## src/rtl/sram_pkg.sv

```systemverilog
`default_nettype none
//==============================================================================
// sram_pkg : shared geometry, widths and ADC word layout for sram_arbiter
// Rev 1.0
//==============================================================================
package sram_pkg;

  localparam int H_TOTAL      = 1056;
  localparam int V_TOTAL      = 628;
  localparam int ADDR_W       = 20;
  localparam int COORD_W      = 11;
  localparam int DATA_W       = 16;
  localparam int READ_LATENCY = 3;

  localparam int ADC_WORD_W   = 38;
  localparam int ADC_X_MSB    = 37;
  localparam int ADC_X_LSB    = 27;
  localparam int ADC_Y_MSB    = 26;
  localparam int ADC_Y_LSB    = 16;
  localparam int ADC_RGB_MSB  = 15;
  localparam int ADC_RGB_LSB  = 0;

  typedef enum logic [1:0] {
    GNT_NONE = 2'd0,
    GNT_READ = 2'd1,
    GNT_ADC  = 2'd2,
    GNT_SPI  = 2'd3
  } grant_e;

endpackage
`default_nettype wire

```

## src/rtl/sram_addr_calc.sv

```systemverilog
`default_nettype none
//==============================================================================
// sram_addr_calc : pixel (x,y) to linear SRAM word address plus range check
// Rev 1.0
//==============================================================================
module sram_addr_calc #(
  parameter int H_TOTAL = sram_pkg::H_TOTAL,
  parameter int V_TOTAL = sram_pkg::V_TOTAL
) (
  input  logic [sram_pkg::COORD_W-1:0] x_i,
  input  logic [sram_pkg::COORD_W-1:0] y_i,
  output logic [sram_pkg::ADDR_W-1:0]  addr_o,
  output logic                         in_range_o
);
  import sram_pkg::*;

  localparam logic [COORD_W:0] X_LIM = (COORD_W+1)'(H_TOTAL);
  localparam logic [COORD_W:0] Y_LIM = (COORD_W+1)'(V_TOTAL);

  logic [ADDR_W-1:0] x_ext;
  logic [ADDR_W-1:0] y_ext;

  assign x_ext = ADDR_W'(x_i);
  assign y_ext = ADDR_W'(y_i);

  // 1056 = 1024 + 32, so the default stride needs only two shifts and an add.
  generate
    if (H_TOTAL == 1056) begin : g_shift_add
      assign addr_o = (y_ext << 10) + (y_ext << 5) + x_ext;
    end else begin : g_mult
      assign addr_o = y_ext * ADDR_W'(H_TOTAL) + x_ext;
    end
  endgenerate

  assign in_range_o = ({1'b0, x_i} < X_LIM) && ({1'b0, y_i} < Y_LIM);

endmodule
`default_nettype wire

```

## src/rtl/sram_arbiter.sv

```systemverilog
`default_nettype none
//==============================================================================
// sram_arbiter : single-port SRAM arbiter, fixed-latency reads over SPI/ADC writes
// Rev 1.0
//==============================================================================
module sram_arbiter #(
  parameter int READ_LATENCY = sram_pkg::READ_LATENCY,
  parameter int H_TOTAL      = sram_pkg::H_TOTAL,
  parameter int V_TOTAL      = sram_pkg::V_TOTAL
) (
  input  logic                              clk,
  input  logic                              rst_n,
  input  logic [sram_pkg::ADC_WORD_W-1:0]   adc_pixel_data,
  input  logic                              adc_pixel_ready,
  output logic                              adc_pixel_read,
  input  logic                              spi_active,
  input  logic [sram_pkg::COORD_W-1:0]      spi_pixel_x,
  input  logic [sram_pkg::COORD_W-1:0]      spi_pixel_y,
  input  logic [sram_pkg::DATA_W-1:0]       spi_pixel_in,
  output logic                              spi_ack,
  input  logic                              freeze,
  input  logic                              request_active,
  input  logic [sram_pkg::COORD_W-1:0]      request_x,
  input  logic [sram_pkg::COORD_W-1:0]      request_y,
  output logic                              request_ready,
  output logic [sram_pkg::DATA_W-1:0]       request_data,
  output logic                              cmd_valid,
  output logic                              cmd_write,
  output logic [sram_pkg::ADDR_W-1:0]       cmd_addr,
  output logic [sram_pkg::DATA_W-1:0]       cmd_wdata,
  input  logic [sram_pkg::DATA_W-1:0]       sram_rdata
);
  import sram_pkg::*;

  logic [COORD_W-1:0] adc_x;
  logic [COORD_W-1:0] adc_y;
  logic [DATA_W-1:0]  adc_rgb;

  logic [ADDR_W-1:0]  rd_addr;
  logic [ADDR_W-1:0]  adc_addr;
  logic [ADDR_W-1:0]  spi_addr;
  logic               rd_ok;
  logic               adc_ok;
  logic               spi_ok;

  grant_e             grant;

  logic               rr_spi_q, rr_spi_d;
  logic               cmd_valid_q, cmd_valid_d;
  logic               cmd_write_q, cmd_write_d;
  logic [ADDR_W-1:0]  cmd_addr_q, cmd_addr_d;
  logic [DATA_W-1:0]  cmd_wdata_q, cmd_wdata_d;

  logic [READ_LATENCY:0]   rd_vld_q, rd_vld_d;
  logic [READ_LATENCY-1:0] rd_oor_q, rd_oor_d;
  logic [DATA_W-1:0]       rd_data_q, rd_data_d;

  assign adc_x   = adc_pixel_data[ADC_X_MSB:ADC_X_LSB];
  assign adc_y   = adc_pixel_data[ADC_Y_MSB:ADC_Y_LSB];
  assign adc_rgb = adc_pixel_data[ADC_RGB_MSB:ADC_RGB_LSB];

  sram_addr_calc #(.H_TOTAL(H_TOTAL), .V_TOTAL(V_TOTAL)) u_rd_addr (
    .x_i        (request_x),
    .y_i        (request_y),
    .addr_o     (rd_addr),
    .in_range_o (rd_ok)
  );

  sram_addr_calc #(.H_TOTAL(H_TOTAL), .V_TOTAL(V_TOTAL)) u_adc_addr (
    .x_i        (adc_x),
    .y_i        (adc_y),
    .addr_o     (adc_addr),
    .in_range_o (adc_ok)
  );

  sram_addr_calc #(.H_TOTAL(H_TOTAL), .V_TOTAL(V_TOTAL)) u_spi_addr (
    .x_i        (spi_pixel_x),
    .y_i        (spi_pixel_y),
    .addr_o     (spi_addr),
    .in_range_o (spi_ok)
  );

  // Reads always win; rr_spi_q only breaks ties between two pending writers.
  always_comb begin
    grant = GNT_NONE;
    if (request_active) begin
      grant = GNT_READ;
    end else if (adc_pixel_ready && spi_active) begin
      grant = rr_spi_q ? GNT_SPI : GNT_ADC;
    end else if (adc_pixel_ready) begin
      grant = GNT_ADC;
    end else if (spi_active) begin
      grant = GNT_SPI;
    end
  end

  assign adc_pixel_read = rst_n && (grant == GNT_ADC);
  assign spi_ack        = rst_n && (grant == GNT_SPI);

  // Out-of-range and frozen writes are still consumed; they just issue nothing.
  always_comb begin
    rr_spi_d    = rr_spi_q;
    cmd_valid_d = 1'b0;
    cmd_write_d = cmd_write_q;
    cmd_addr_d  = cmd_addr_q;
    cmd_wdata_d = cmd_wdata_q;
    case (grant)
      GNT_READ: begin
        if (rd_ok) begin
          cmd_valid_d = 1'b1;
          cmd_write_d = 1'b0;
          cmd_addr_d  = rd_addr;
        end
      end
      GNT_ADC: begin
        rr_spi_d = 1'b1;
        if (adc_ok && !freeze) begin
          cmd_valid_d = 1'b1;
          cmd_write_d = 1'b1;
          cmd_addr_d  = adc_addr;
          cmd_wdata_d = adc_rgb;
        end
      end
      GNT_SPI: begin
        rr_spi_d = 1'b0;
        if (spi_ok) begin
          cmd_valid_d = 1'b1;
          cmd_write_d = 1'b1;
          cmd_addr_d  = spi_addr;
          cmd_wdata_d = spi_pixel_in;
        end
      end
      default: ;
    endcase
  end

  // Every read, in range or not, walks the same pipe so returns stay in order.
  always_comb begin
    rd_vld_d  = {rd_vld_q[READ_LATENCY-1:0], grant == GNT_READ};
    rd_oor_d  = READ_LATENCY'({rd_oor_q, (grant == GNT_READ) && !rd_ok});
    rd_data_d = rd_data_q;
    if (rd_vld_q[READ_LATENCY-1]) begin
      rd_data_d = rd_oor_q[READ_LATENCY-1] ? '0 : sram_rdata;
    end
  end

  always_ff @(posedge clk or negedge rst_n) begin
    if (!rst_n) begin
      rr_spi_q    <= 1'b0;
      cmd_valid_q <= 1'b0;
      cmd_write_q <= 1'b0;
      cmd_addr_q  <= '0;
      cmd_wdata_q <= '0;
      rd_vld_q    <= '0;
      rd_oor_q    <= '0;
      rd_data_q   <= '0;
    end else begin
      rr_spi_q    <= rr_spi_d;
      cmd_valid_q <= cmd_valid_d;
      cmd_write_q <= cmd_write_d;
      cmd_addr_q  <= cmd_addr_d;
      cmd_wdata_q <= cmd_wdata_d;
      rd_vld_q    <= rd_vld_d;
      rd_oor_q    <= rd_oor_d;
      rd_data_q   <= rd_data_d;
    end
  end

  assign cmd_valid     = cmd_valid_q;
  assign cmd_write     = cmd_write_q;
  assign cmd_addr      = cmd_addr_q;
  assign cmd_wdata     = cmd_wdata_q;
  assign request_ready = rd_vld_q[READ_LATENCY];
  assign request_data  = rd_data_q;

endmodule
`default_nettype wire

```

## config.mk

```make
export PLATFORM = sky130hd
export DESIGN_NAME = sram_arbiter
export DESIGN_NICKNAME = d
export VERILOG_FILES = /design/src/rtl/sram_pkg.sv /design/src/rtl/sram_addr_calc.sv /design/src/rtl/sram_arbiter.sv
export SDC_FILE = /design/constraint.sdc
export NUM_CORES = 1
export LEC_CHECK = 0
export ABC_AREA = 1
export ABC_CLOCK_PERIOD_IN_PS = 1400
export CAP_MARGIN = 20
export CORE_UTILIZATION = 41
export CTS_CLUSTER_SIZE = 40
export DETAILED_ROUTE_END_ITERATION = 10
export GPL_TIMING_DRIVEN = 0
export PLACE_DENSITY = 0.82
export SETUP_SLACK_MARGIN = 0.1
export SLEW_MARGIN = 20
export SYNTH_ARGS = -nofsm -noshare
export SYNTH_HDL_FRONTEND = slang
export SYNTH_HIERARCHICAL = 1
export SYNTH_SLANG_ARGS = --single-unit
export TNS_END_PERCENT = 1
```

## constraint.sdc

```tcl
create_clock -name clk -period 1.4 [get_ports clk]
set_input_delay 0.14 -clock clk [delete_from_list [all_inputs] [get_ports clk]]
set_output_delay 0.14 -clock clk [all_outputs]
set_load 0.02 [all_outputs]
```

==> results of run 1 <==
==> worst max-delay path by stage <==
stage	from	endpoint	slack (ns)	cells past startpoint
3_5_place_dp	adc_pixel_data[21]	cmd_addr[19]	-1.31	17
4_1_cts	spi_pixel_y[5]	cmd_addr[17]	-0.37	17
2_1_floorplan	adc_pixel_data[21]	cmd_addr[19]	-0.43	16
6_report	spi_pixel_y[0]	cmd_addr[16]	-0.51	17
5_1_grt	spi_pixel_y[0]	cmd_addr[16]	-0.56	17
3_3_place_gp	rst_n	adc_pixel_read	-2.39	4
==> synth_stat cells, types with 5 or more instances <==
cell type | number | share of area
ha_1 | 63 | 0.13
nand3_1 | 99 | 0.084
o21ai_0 | 37 | 0.031
buf_2 | 15 | 0.013
clkbuf_1 | 14 | 0.0089
xor2_1 | 12 | 0.018
xnor2_1 | 9 | 0.013
fa_1 | 6 | 0.020
nand2_1 | 286 | 0.18
nand2_2 | 5 | 0.0053
buf_4 | 16 | 0.020
nand4_1 | 50 | 0.053
dfrtp_1 | 62 | 0.26
nor3_2 | 6 | 0.010
a21oi_1 | 24 | 0.020
inv_1 | 113 | 0.072
nor2_1 | 48 | 0.030
==> layer usage <==
layer / up-vias / part of all wire
met4: 0 / 0.049
met2: 341 / 0.50
li1: 3225 / -
met3: 87 / 0.081
met5: - / 0
met1: 3135 / 0.38
==> registers in the layout (all words and copies together) (netlist names) <==
name / cells
cmd_addr: 20
cmd_valid: 1
cmd_wdata: 16
cmd_write: 1
rd_oor_q: 3
rd_vld_q: 4
request_data: 16
rr_spi_q: 1
==> cell usage in the layout (no fill, tap or decap), types with 21 or more instances in the layout <==
| master | instances |
|---|---|
| nand2_1 | 258 |
| inv_1 | 97 |
| nand3_1 | 76 |
| dlygate4sd2_1 | 76 |
| dfrtp_1 | 62 |
| ha_4 | 56 |
| nand4_1 | 50 |
| clkdlybuf4s50_1 | 50 |
| o21ai_0 | 37 |
| nor2_1 | 36 |
| buf_4 | 34 |
| nand2_2 | 26 |
| nand3_2 | 21 |
==> power groups by stage <==
stage	Clock [mW]	Sequential [mW]	Combinational, mW
floorplan	0	2.84	1.71
global placement	0	2.39	3.79
detailed placement	0	2.41	3.84
CTS	2.16	2.37	4.12
global route	2.25	2.41	4.71
finish	2.14	2.37	4.37
==> repair_timing <==
action / in CTS / in global routing
hold endpoints to repair: 62 / 62
setup endpoints to repair: 95 / 42
pin swaps: 89 / 32
setup buffers: 11 / 1
resized for setup: 343 / 44
==> critical path, stage by stage <==
cell and delay [ns]:
buf_8 0.08, inv_4 0.03, fa_1 0.54, inv_2 0.05, ha_4 0.33, nand2_4 0.10, inv_4 0.07, nand2_1 0.07
nand3_1 0.08, nand2_1 0.08, nand3_1 0.08, nand2_1 0.05, nand2_1 0.09, nand4_1 0.13, nand3_2 0.12, nand2_1 0.07
nand2_1 0.06
==> cells by family (layout without fill, tap and decap cells) <==
kind of cell,Yosys count,after routing,share of synthesized area
and+or+nand+nor,503,503,0.3779
AOI/OAI and AO/OA,66,66,0.05819
xor gates and xnor gates,21,21,0.03111
other,0,1,0
buffers and inverters,161,349,0.1168
DFF,62,62,0.2624
adders and majority gates,69,69,0.1536
==> metrics by stage <==
step                worst slack, ns  utilization
floorplan                   -0.4308            -
global placement             -2.391       0.5587
detailed placement           -1.315       0.5605
CTS                         -0.3711       0.6484
global route                -0.5615       0.6594
finish                      -0.5100       0.6594
==> layout make-up <==
| cell class | instances | share of cell area |
|---|---|---|
| clock inverters | 3 | 0.004883 |
| repair buffers | 173 | 0.1766 |
| inverters | 115 | 0.04897 |
| well taps | 180 | 0.02442 |
| multi-input cells | 659 | 0.5201 |
| diodes | 1 | 0.0002713 |
| plain buffers | 46 | 0.02984 |
| clock buffers | 12 | 0.02672 |
| flip-flops and latches | 62 | 0.1682 |
==> results.sh, run 1 <==
export IMPL_status="complete, but fails checks"
export IMPL_violations="negative hold slack, negative setup slack"
export IMPL_grt_usage=0.2701
export IMPL_p_seq_frac=0.267
export IMPL_drive_gt1_frac=0.2570
export IMPL_ys_flop_type="dfrtp_1"
export IMPL_die_area_um2=14910
export IMPL_syn2layout_area_growth_pct=55.99
export IMPL_grt_pass1_vias=6690
export IMPL_n_fill_cell=1104
export IMPL_antenna_found_initial=1
export IMPL_power_frac_clock=0.241
export IMPL_grt_util_met3=0.04916
export IMPL_initial_core_util=0.4227
export IMPL_reg2regPathDepth=10
export IMPL_drc=0
export IMPL_synth_cells=882
export IMPL_path_clk_slew_ns=0.05
export IMPL_relSlewSlack=0.6869
export IMPL_cp_arrival_ns=2.17
export IMPL_hold_ws_ns=-0.3371
export IMPL_finalNonFillerCells=1251
export IMPL_syn_area_per_cell_um2=6.704
export IMPL_power_density_nw_per_um2=962.3
export IMPL_dp_cells=1223
export IMPL_max_cap_violations=0
export IMPL_yosys_warnings=6
export IMPL_fin_tns_setup_ns=-9.751
export IMPL_cts_buffers_inserted=9
export IMPL_layout_worst_path_cycle_share=1.364
export IMPL_dieWidth_um=122.1
export IMPL_grt_max_degree=53
export IMPL_die_height_um=122.1
export IMPL_crit_fanout=4
export IMPL_final_nets=1255
export IMPL_grt_busiest_layer="met2"
export IMPL_synth_cell_type_count=28
export IMPL_ys_ff_latch=62
export IMPL_setup_viol_count_final=39
export IMPL_pwr_share_comb=0.492
export IMPL_ir_drop_mv=0.6446
export IMPL_switching_share=0.3875
export IMPL_final_hold_viol_count=62
export IMPL_io_pins=177
export IMPL_postRouteWirelength_um=20880
export IMPL_fp_coreArea_um2=13990
export IMPL_viasPerCell=5.426
export IMPL_gp_congestion=0.9236
export IMPL_slew_violations=0
export IMPL_synth_edf_count=0
export IMPL_final_area_um2=9224
export IMPL_rrSetupSlack_ns=-0.14
export IMPL_setup_slack_ns=-0.5100
export IMPL_grt_util_met1=0.2944
export IMPL_cts_root_buf="clkbuf_16"
export IMPL_tightest_slew_ns=0.4696
export IMPL_worst_hold_path_type="in2async"
export IMPL_final_antenna_net_count=0
export IMPL_async_flop_share=1.000
export IMPL_critPathKind="in2reg"
export IMPL_p_sw_mw=3.439
export IMPL_clock_skew_ns=0.005027
export IMPL_grt_pass1_wl_um=31550
export IMPL_clk_latency_ns=0.32
export IMPL_critPathRequiredTime_ns=1.66
export IMPL_drt_iter0_drc=537
export IMPL_dpl_cell_area_um2=7840
export IMPL_grt_overflow=0
export IMPL_r2r_end="cmd_wdata[2]"
export IMPL_seq_area_um2=1551
export IMPL_fin_total_pwr_mw=8.876
export IMPL_synth_area_um2=5913
export IMPL_min_period_ns=1.910
export IMPL_mappedNetlistNets=1071
export IMPL_max_freq_mhz=523.6
export IMPL_gr_usage_met2=0.4915
export IMPL_wl_per_cell_um=16.69
export IMPL_ys_seq_area_frac=0.2624
export IMPL_end_kind="register"
export IMPL_ctsLongestPathBuffers=2
export IMPL_first_pass_iters=5
export IMPL_htreeDepth=3
export IMPL_internal_power_mw=5.437
export IMPL_r2r_start="rr_spi_q"
export IMPL_tritoncts="built"
export IMPL_multi_input_area_um2=4797
export IMPL_rsz0062_at_grt="true"
export IMPL_port_buffers=160
export IMPL_rows=43
export IMPL_crit_path_start_kind="primary input"
export IMPL_vias=6788
export IMPL_post_dp_hpwl_um=14700
export IMPL_leakage_nw=4.592
export IMPL_cts_num_sinks=62
(Power assumes the default switching activity.)
==> inputs of run 2 (changes only) <==
--- a/config.mk
+++ b/config.mk
@@ -6,13 +6,14 @@
 export NUM_CORES = 1
 export LEC_CHECK = 0
 export ABC_AREA = 1
-export ABC_CLOCK_PERIOD_IN_PS = 1400
+export ABC_CLOCK_PERIOD_IN_PS = 1600
 export CAP_MARGIN = 20
-export CORE_UTILIZATION = 41
+export CORE_UTILIZATION = 44
+export CTS_BUF_LIST = sky130_fd_sc_hd__clkbuf_8 sky130_fd_sc_hd__clkbuf_16
 export CTS_CLUSTER_SIZE = 40
 export DETAILED_ROUTE_END_ITERATION = 10
 export GPL_TIMING_DRIVEN = 0
-export PLACE_DENSITY = 0.82
+export PLACE_DENSITY = 0.89
 export SETUP_SLACK_MARGIN = 0.1
 export SLEW_MARGIN = 20
 export SYNTH_ARGS = -nofsm -noshare
==> constraint.sdc (replaced) <==
create_clock -name clk -period 1.6 [get_ports clk]
set_input_delay 0.16 -clock clk [delete_from_list [all_inputs] [get_ports clk]]
set_output_delay 0.16 -clock clk [all_outputs]
set_load 0.02 [all_outputs]
==> run 2 against run 1 <==
The flow finishes with violations (negative setup slack). Clock skew fell by 0.0013 ns. Sequential share of layout area is essentially flat. Power fell by 11%. Register-to-register slack better by 0.27 ns. Global-route usage increased by 1.8 points. Worst hold slack improved by 0.49 ns. Core utilization grew 5.9 points. Combinational power down 7.1%. Via count grew 3.3%. Clock power fell by 18%. Sequential power is 12% lower. Critical path depth is the same. Largest cell class unchanged.
==> results.sh, run 2 (synthesized netlist as in run 1, its figures left out) <==
export IMPL_syn2layout_area_growth_pct=56.35
export IMPL_final_antenna_net_count=0
export IMPL_vias=7014
export IMPL_grt_usage=0.2881
export IMPL_initial_core_util=0.4592
export IMPL_max_cap_violations=0
export IMPL_io_pins=177
export IMPL_violations="negative setup slack"
export IMPL_layout_commonest_cell="nand2_1"
export IMPL_drc=0
export IMPL_fp_coreArea_um2=12880
export IMPL_utilization=0.7180
export IMPL_hold_end="cmd_addr[3]"
export IMPL_port_buffers=160
export IMPL_drive_gt1_frac=0.2572
export IMPL_die_area_um2=13910
export IMPL_end_kind="register"
export IMPL_final_cell_mix="nand2_1 (243), inv_1 (98), clkdlybuf4s50_1 (93)"
export IMPL_wl_per_cell_um=17.28
export IMPL_path_clk_slew_ns=0.05
export IMPL_cts_num_sinks=62
export IMPL_min_path_cells=5
export IMPL_dieWidth_um=117.9
export IMPL_tightest_slew_ns=0.5359
export IMPL_cpPeakStageDelay_ns=0.56
export IMPL_tritoncts="built"
export IMPL_gp_congestion=0.9287
export IMPL_viasPerCell=5.634
export IMPL_cts_root_buf="clkbuf_16"
export IMPL_final_hold_viol_count=0
export IMPL_critPathRequiredTime_ns=1.85
export IMPL_post_dp_hpwl_um=14690
export IMPL_path_common_cell="nand2_1"
export IMPL_antenna_cells=0
export IMPL_place_ws_ns=-1.135
export IMPL_r2r_end="cmd_wdata[0]"
export IMPL_reg2regPathDepth=8
export IMPL_slew_violations=0
export IMPL_cts_buffers_inserted=9
export IMPL_grt_pass1_wl_um=32290
export IMPL_die_height_um=117.9
export IMPL_crit_family="simple AND/OR/NAND/NOR gates"
export IMPL_setup_viol_count_final=31
export IMPL_crit_buf_inv=4
export IMPL_crit_fanout=4
export IMPL_r2r_start="rr_spi_q"
export IMPL_largest_reg_flops=20
export IMPL_grt_max_degree=38
export IMPL_first_pass_iters=6
export IMPL_max_freq_mhz=508.3
export IMPL_crit_path_start_kind="primary input"
export IMPL_leakage_nw=4.560
export IMPL_finalNonFillerCells=1245
export IMPL_ctsLongestPathBuffers=2
export IMPL_antenna_found_initial=1
export IMPL_cp_slowest_cell="fa_1"
export IMPL_ir_drop_mv=0.6340
export IMPL_layout_worst_path_cycle_share=1.230
export IMPL_grt_overflow=0
export IMPL_htreeDepth=3
export IMPL_hp_start="request_x[3]"
export IMPL_rsz0062_at_grt="true"
export IMPL_relSlewSlack=0.6427
export IMPL_grt_pass1_vias=6761
export IMPL_setup_slack_ns=-0.3673
export IMPL_critPathKind="in2reg"
export IMPL_worst_hold_path_type="in2reg"
export IMPL_dp_cells=1215
export IMPL_rrSetupSlack_ns=0.13
export IMPL_postRouteWirelength_um=21510
export IMPL_status="complete, but fails checks"
export IMPL_clock_skew_ns=0.003770
export IMPL_rows=41
export IMPL_power_density_nw_per_um2=854.8
export IMPL_final_nets=1258
export IMPL_min_period_ns=1.967
export IMPL_clk_latency_ns=0.32
export IMPL_cp_arrival_ns=2.22
export IMPL_path_cells="buf_8 > inv_4 > fa_1 > inv_2 > ha_4 > nand2_4 > inv_1 > nand3_2 > nand2_4 > nand2_2 > nand2_1 > nand2_1 > nand2_1 > nand4_1 > nand3_2 > nand2_1 > nand2_1"
export IMPL_drt_iter0_drc=723
[run 2: per-layer routing]
| metal | part of all wire | wire, um | up-vias | track usage |
|---|---|---|---|---|
| met4 | 0.041 | 879 | 2 | 0.1362 |
| met1 | 0.37 | 7906 | 3223 | 0.3174 |
| met3 | 0.088 | 1897 | 94 | 0.04942 |
| met2 | 0.50 | 10820 | 469 | 0.5324 |
| li1 | - | - | 3226 | - |
| met5 | 0.00060 | 13 | - | 0 |
[run 2: report_power, final]
part | total (mW) | internal, mW | switching (mW)
combinational | 4.06 | 1.81 | 2.25
sequential | 2.09 | 1.90 | 0.188
clock | 1.75 | 1.11 | 0.639
total | 7.90 | 4.82 | 3.08
[run 2: how the worst max path moves through the flow]
stage,from,to,cells past startpoint
global placement,rst_n,adc_pixel_read,4
CTS,spi_pixel_y[5],cmd_addr[13],15
finish,spi_pixel_y[5],cmd_addr[15],17
detailed placement,adc_pixel_data[21],cmd_addr[19],17
floorplan,adc_pixel_data[21],cmd_addr[19],16
global route,spi_pixel_y[5],cmd_addr[15],17
[run 2: area by class of cell]
cell class | instances | area [um2]
Fill cell | 874 | 3631
Multi-Input combinational cell | 659 | 4800
Timing Repair Buffer | 176 | 1688
Sequential cell | 62 | 1551
Clock buffer | 11 | 252.7
Clock inverter | 4 | 23.77
Tap cell | 172 | 215.2
Buffer | 46 | 267.8
Inverter | 115 | 446.7
[run 2: timing repair]
item                                   4_1_cts  5_1_grt
buffers inserted                            10        1
setup endpoints to repair                   45       47
gates resized for setup                    245       86
hold buffers                                 3        1
pin swaps                                   87       57
endpoints found under the hold margin       25       25
cloned                                       0        0
[run 2: tightest hold or removal path: cells and delay by family]
family,cells,cell delay [ns]
and+or+nand+nor,4,0.20
buffers and inverters,1,0.08
[run 2: metrics by stage]
step	instance area, um2	power [mW]	setup TNS, ns	hold WS (ns)
after floorplan	5988	3.985	-2.235	-0.1356
after global placement	7805	5.381	-124.93	0.3339
after detailed placement	7823	5.462	-25.95	0.08393
after CTS	8967	7.613	-2.237	0.1521
after global routing	9245	8.298	-8.149	0.1905
final	9245	7.903	-4.457	0.1569
==> inputs of run 3 (changes only) <==
--- a/config.mk
+++ b/config.mk
@@ -8,6 +8,7 @@
 export ABC_AREA = 1
 export ABC_CLOCK_PERIOD_IN_PS = 1600
 export CAP_MARGIN = 20
+export CORE_MARGIN = 2
 export CORE_UTILIZATION = 44
 export CTS_BUF_LIST = sky130_fd_sc_hd__clkbuf_8 sky130_fd_sc_hd__clkbuf_16
 export CTS_CLUSTER_SIZE = 40
==> run 3 against run 2 <==
The run still ends with negative setup slack left. Cell area increased by 0.84%. Via count increased by 1.3%. Core utilization decreased by 1.1 points. Combinational power increased by 1%. Global-route usage increased by 1.6 points. Clock skew increased by 0.0025 ns. Critical path depth unchanged. Worst setup slack got worse by 0.045 ns. Register-to-register slack about the same. Sequential share of layout area decreased by 0.14 points. Largest cell class unchanged.
==> results.sh, run 3 (synthesized netlist as in run 1, its figures left out) <==
export IMPL_grt_overflow=0
export IMPL_critPathRequiredTime_ns=1.86
export IMPL_drive_gt1_frac=0.2612
export IMPL_min_period_ns=2.013
export IMPL_violations="negative setup slack"
export IMPL_syn2layout_area_growth_pct=57.66
export IMPL_die_height_um=119.9
export IMPL_drc=0
export IMPL_crit_buf_inv=3
export IMPL_rsz0062_at_grt="true"
export IMPL_vias=7102
export IMPL_grt_pass1_vias=7077
export IMPL_ir_drop_mv=0.5892
export IMPL_tritoncts="built"
export IMPL_path_cells="buf_8 > inv_4 > fa_1 > inv_2 > ha_4 > nand2_2 > nand2_2 > nand2_2 > nand2_4 > nand2_2 > nand3_2 > nand2_1 > nand2_1 > nand4_1 > nand3_1 > nand2_1 > nand2_1"
export IMPL_slew_violations=0
export IMPL_dieWidth_um=119.9
export IMPL_clk_latency_ns=0.33
export IMPL_clock_skew_ns=0.006244
export IMPL_fin_tns_setup_ns=-4.149
export IMPL_port_buffers=160
export IMPL_power_frac_clock=0.241
export IMPL_cp_slowest_cell="fa_1"
export IMPL_max_freq_mhz=496.8
export IMPL_relSlewSlack=0.6901
export IMPL_final_antenna_net_count=0
export IMPL_crit_path_start_kind="primary input"
export IMPL_p_seq_frac=0.256
export IMPL_postRouteWirelength_um=22630
export IMPL_cpPeakStageDelay_ns=0.55
export IMPL_largest_reg_flops=20
export IMPL_initial_core_util=0.4483
export IMPL_max_cap_violations=0
export IMPL_grt_max_degree=36
export IMPL_io_pins=177
export IMPL_antenna_cells=0
export IMPL_final_nets=1256
export IMPL_tightest_slew_ns=0.4648
export IMPL_crit_family="simple AND/OR/NAND/NOR gates"
export IMPL_hold_ws_ns=0.1542
export IMPL_final_cell_mix="nand2_1 (255), inv_1 (96), clkdlybuf4s50_1 (89)"
export IMPL_drt_iter0_drc=895
export IMPL_setup_slack_ns=-0.4128
export IMPL_cts_buffers_inserted=9
export IMPL_cp_arrival_ns=2.28
export IMPL_end_kind="register"
export IMPL_layout_commonest_cell="nand2_1"
export IMPL_path_clk_slew_ns=0.05
export IMPL_antenna_found_initial=0
export IMPL_hp_start="request_x[2]"
export IMPL_post_dp_hpwl_um=14780
export IMPL_first_pass_iters=5
export IMPL_power_density_nw_per_um2=876.5
export IMPL_gp_congestion=0.9376
export IMPL_leakage_nw=4.612
export IMPL_cts_num_sinks=62
export IMPL_switching_share=0.3928
export IMPL_ctsLongestPathBuffers=2
export IMPL_cts_root_buf="clkbuf_16"
export IMPL_r2r_start="rr_spi_q"
export IMPL_critPathKind="in2reg"
export IMPL_utilization=0.7068
export IMPL_grt_usage=0.3036
export IMPL_crit_fanout=4
export IMPL_internal_power_mw=4.961
export IMPL_grt_pass1_wl_um=34680
export IMPL_p_sw_mw=3.210
export IMPL_viasPerCell=5.691
export IMPL_htreeDepth=3
export IMPL_rows=42
export IMPL_layout_worst_path_cycle_share=1.258
export IMPL_die_area_um2=14380
export IMPL_worst_hold_path_type="in2reg"
export IMPL_setup_viol_count_final=23
export IMPL_fp_coreArea_um2=13190
export IMPL_final_hold_viol_count=0
export IMPL_status="complete, but fails checks"
export IMPL_wl_per_cell_um=18.13
export IMPL_pwr_share_comb=0.503
export IMPL_startpoint="spi_pixel_y[0]"
-- run 3: worst paths after layout --
check,endpoint,slack (ns),depth (start not counted)
max in group asynchronous,cmd_addr[7],1.02,3
min reg2reg,rd_oor_q[2],0.35,0
max,cmd_addr[17],-0.41,17
min,cmd_addr[2],0.15,5
min in group asynchronous,request_data[11],0.38,3
max reg2reg,cmd_wdata[6],0.12,8
-- run 3: repair_timing --
action | CTS | global route
endpoints found under the setup margin | 46 | 50
endpoints found under the hold margin | 27 | 0
resized for setup | 267 | 94
hold buffers | 2 | 0
setup buffers | 10 | 1
gates cloned | 0 | 0
pin swaps | 78 | 33
-- run 3: power by group through the flow --
stage,Sequential [mW],Clock (mW),Combinational [mW]
5_1_grt,2.13,2.05,4.38
6_report,2.09,1.97,4.11
2_1_floorplan,2.49,0,1.50
3_5_place_dp,2.11,0,3.36
3_3_place_gp,2.10,0,3.29
4_1_cts,2.10,1.98,3.79
-- run 3: metrics by stage --
| stage | total power, mW | instances | worst slack [ns] | area (um2) |
|---|---|---|---|---|
| after floorplan | 3.985 | 882 | -0.2508 | 5988 |
| after global placement | 5.392 | 1218 | -2.157 | 7810 |
| after detailed placement | 5.472 | 1219 | -1.123 | 7828 |
| after CTS | 7.871 | 1247 | -0.1841 | 9111 |
| after global routing | 8.549 | 1248 | -0.4630 | 9323 |
| final | 8.171 | 1248 | -0.4128 | 9323 |
-- run 3: per-layer routing --
metal	vias up	global-route usage	share of wire
li1	3224	-	-
met1	3278	0.3217	0.35
met2	478	0.5529	0.50
met3	122	0.07082	0.096
met4	0	0.1640	0.052
met5	-	0	0
-- run 3: final cells by class --
cell class / count / area [um2]
timing repair buffer: 174 / 1689
fill: 910 / 3867
clock buffer: 10 / 239.0
multi-input combinational: 659 / 4818
clock inverter: 6 / 70.07
tap: 176 / 220.2
inverter: 115 / 449.2
sequential: 62 / 1551
buffer: 46 / 285.3
-- run 3: worst min-delay path, cell delays in order --
cell and delay, ns:
buf_4 0.08, nand2_1 0.04, nand3_1 0.07, nand2_1 0.05, nand2_1 0.05
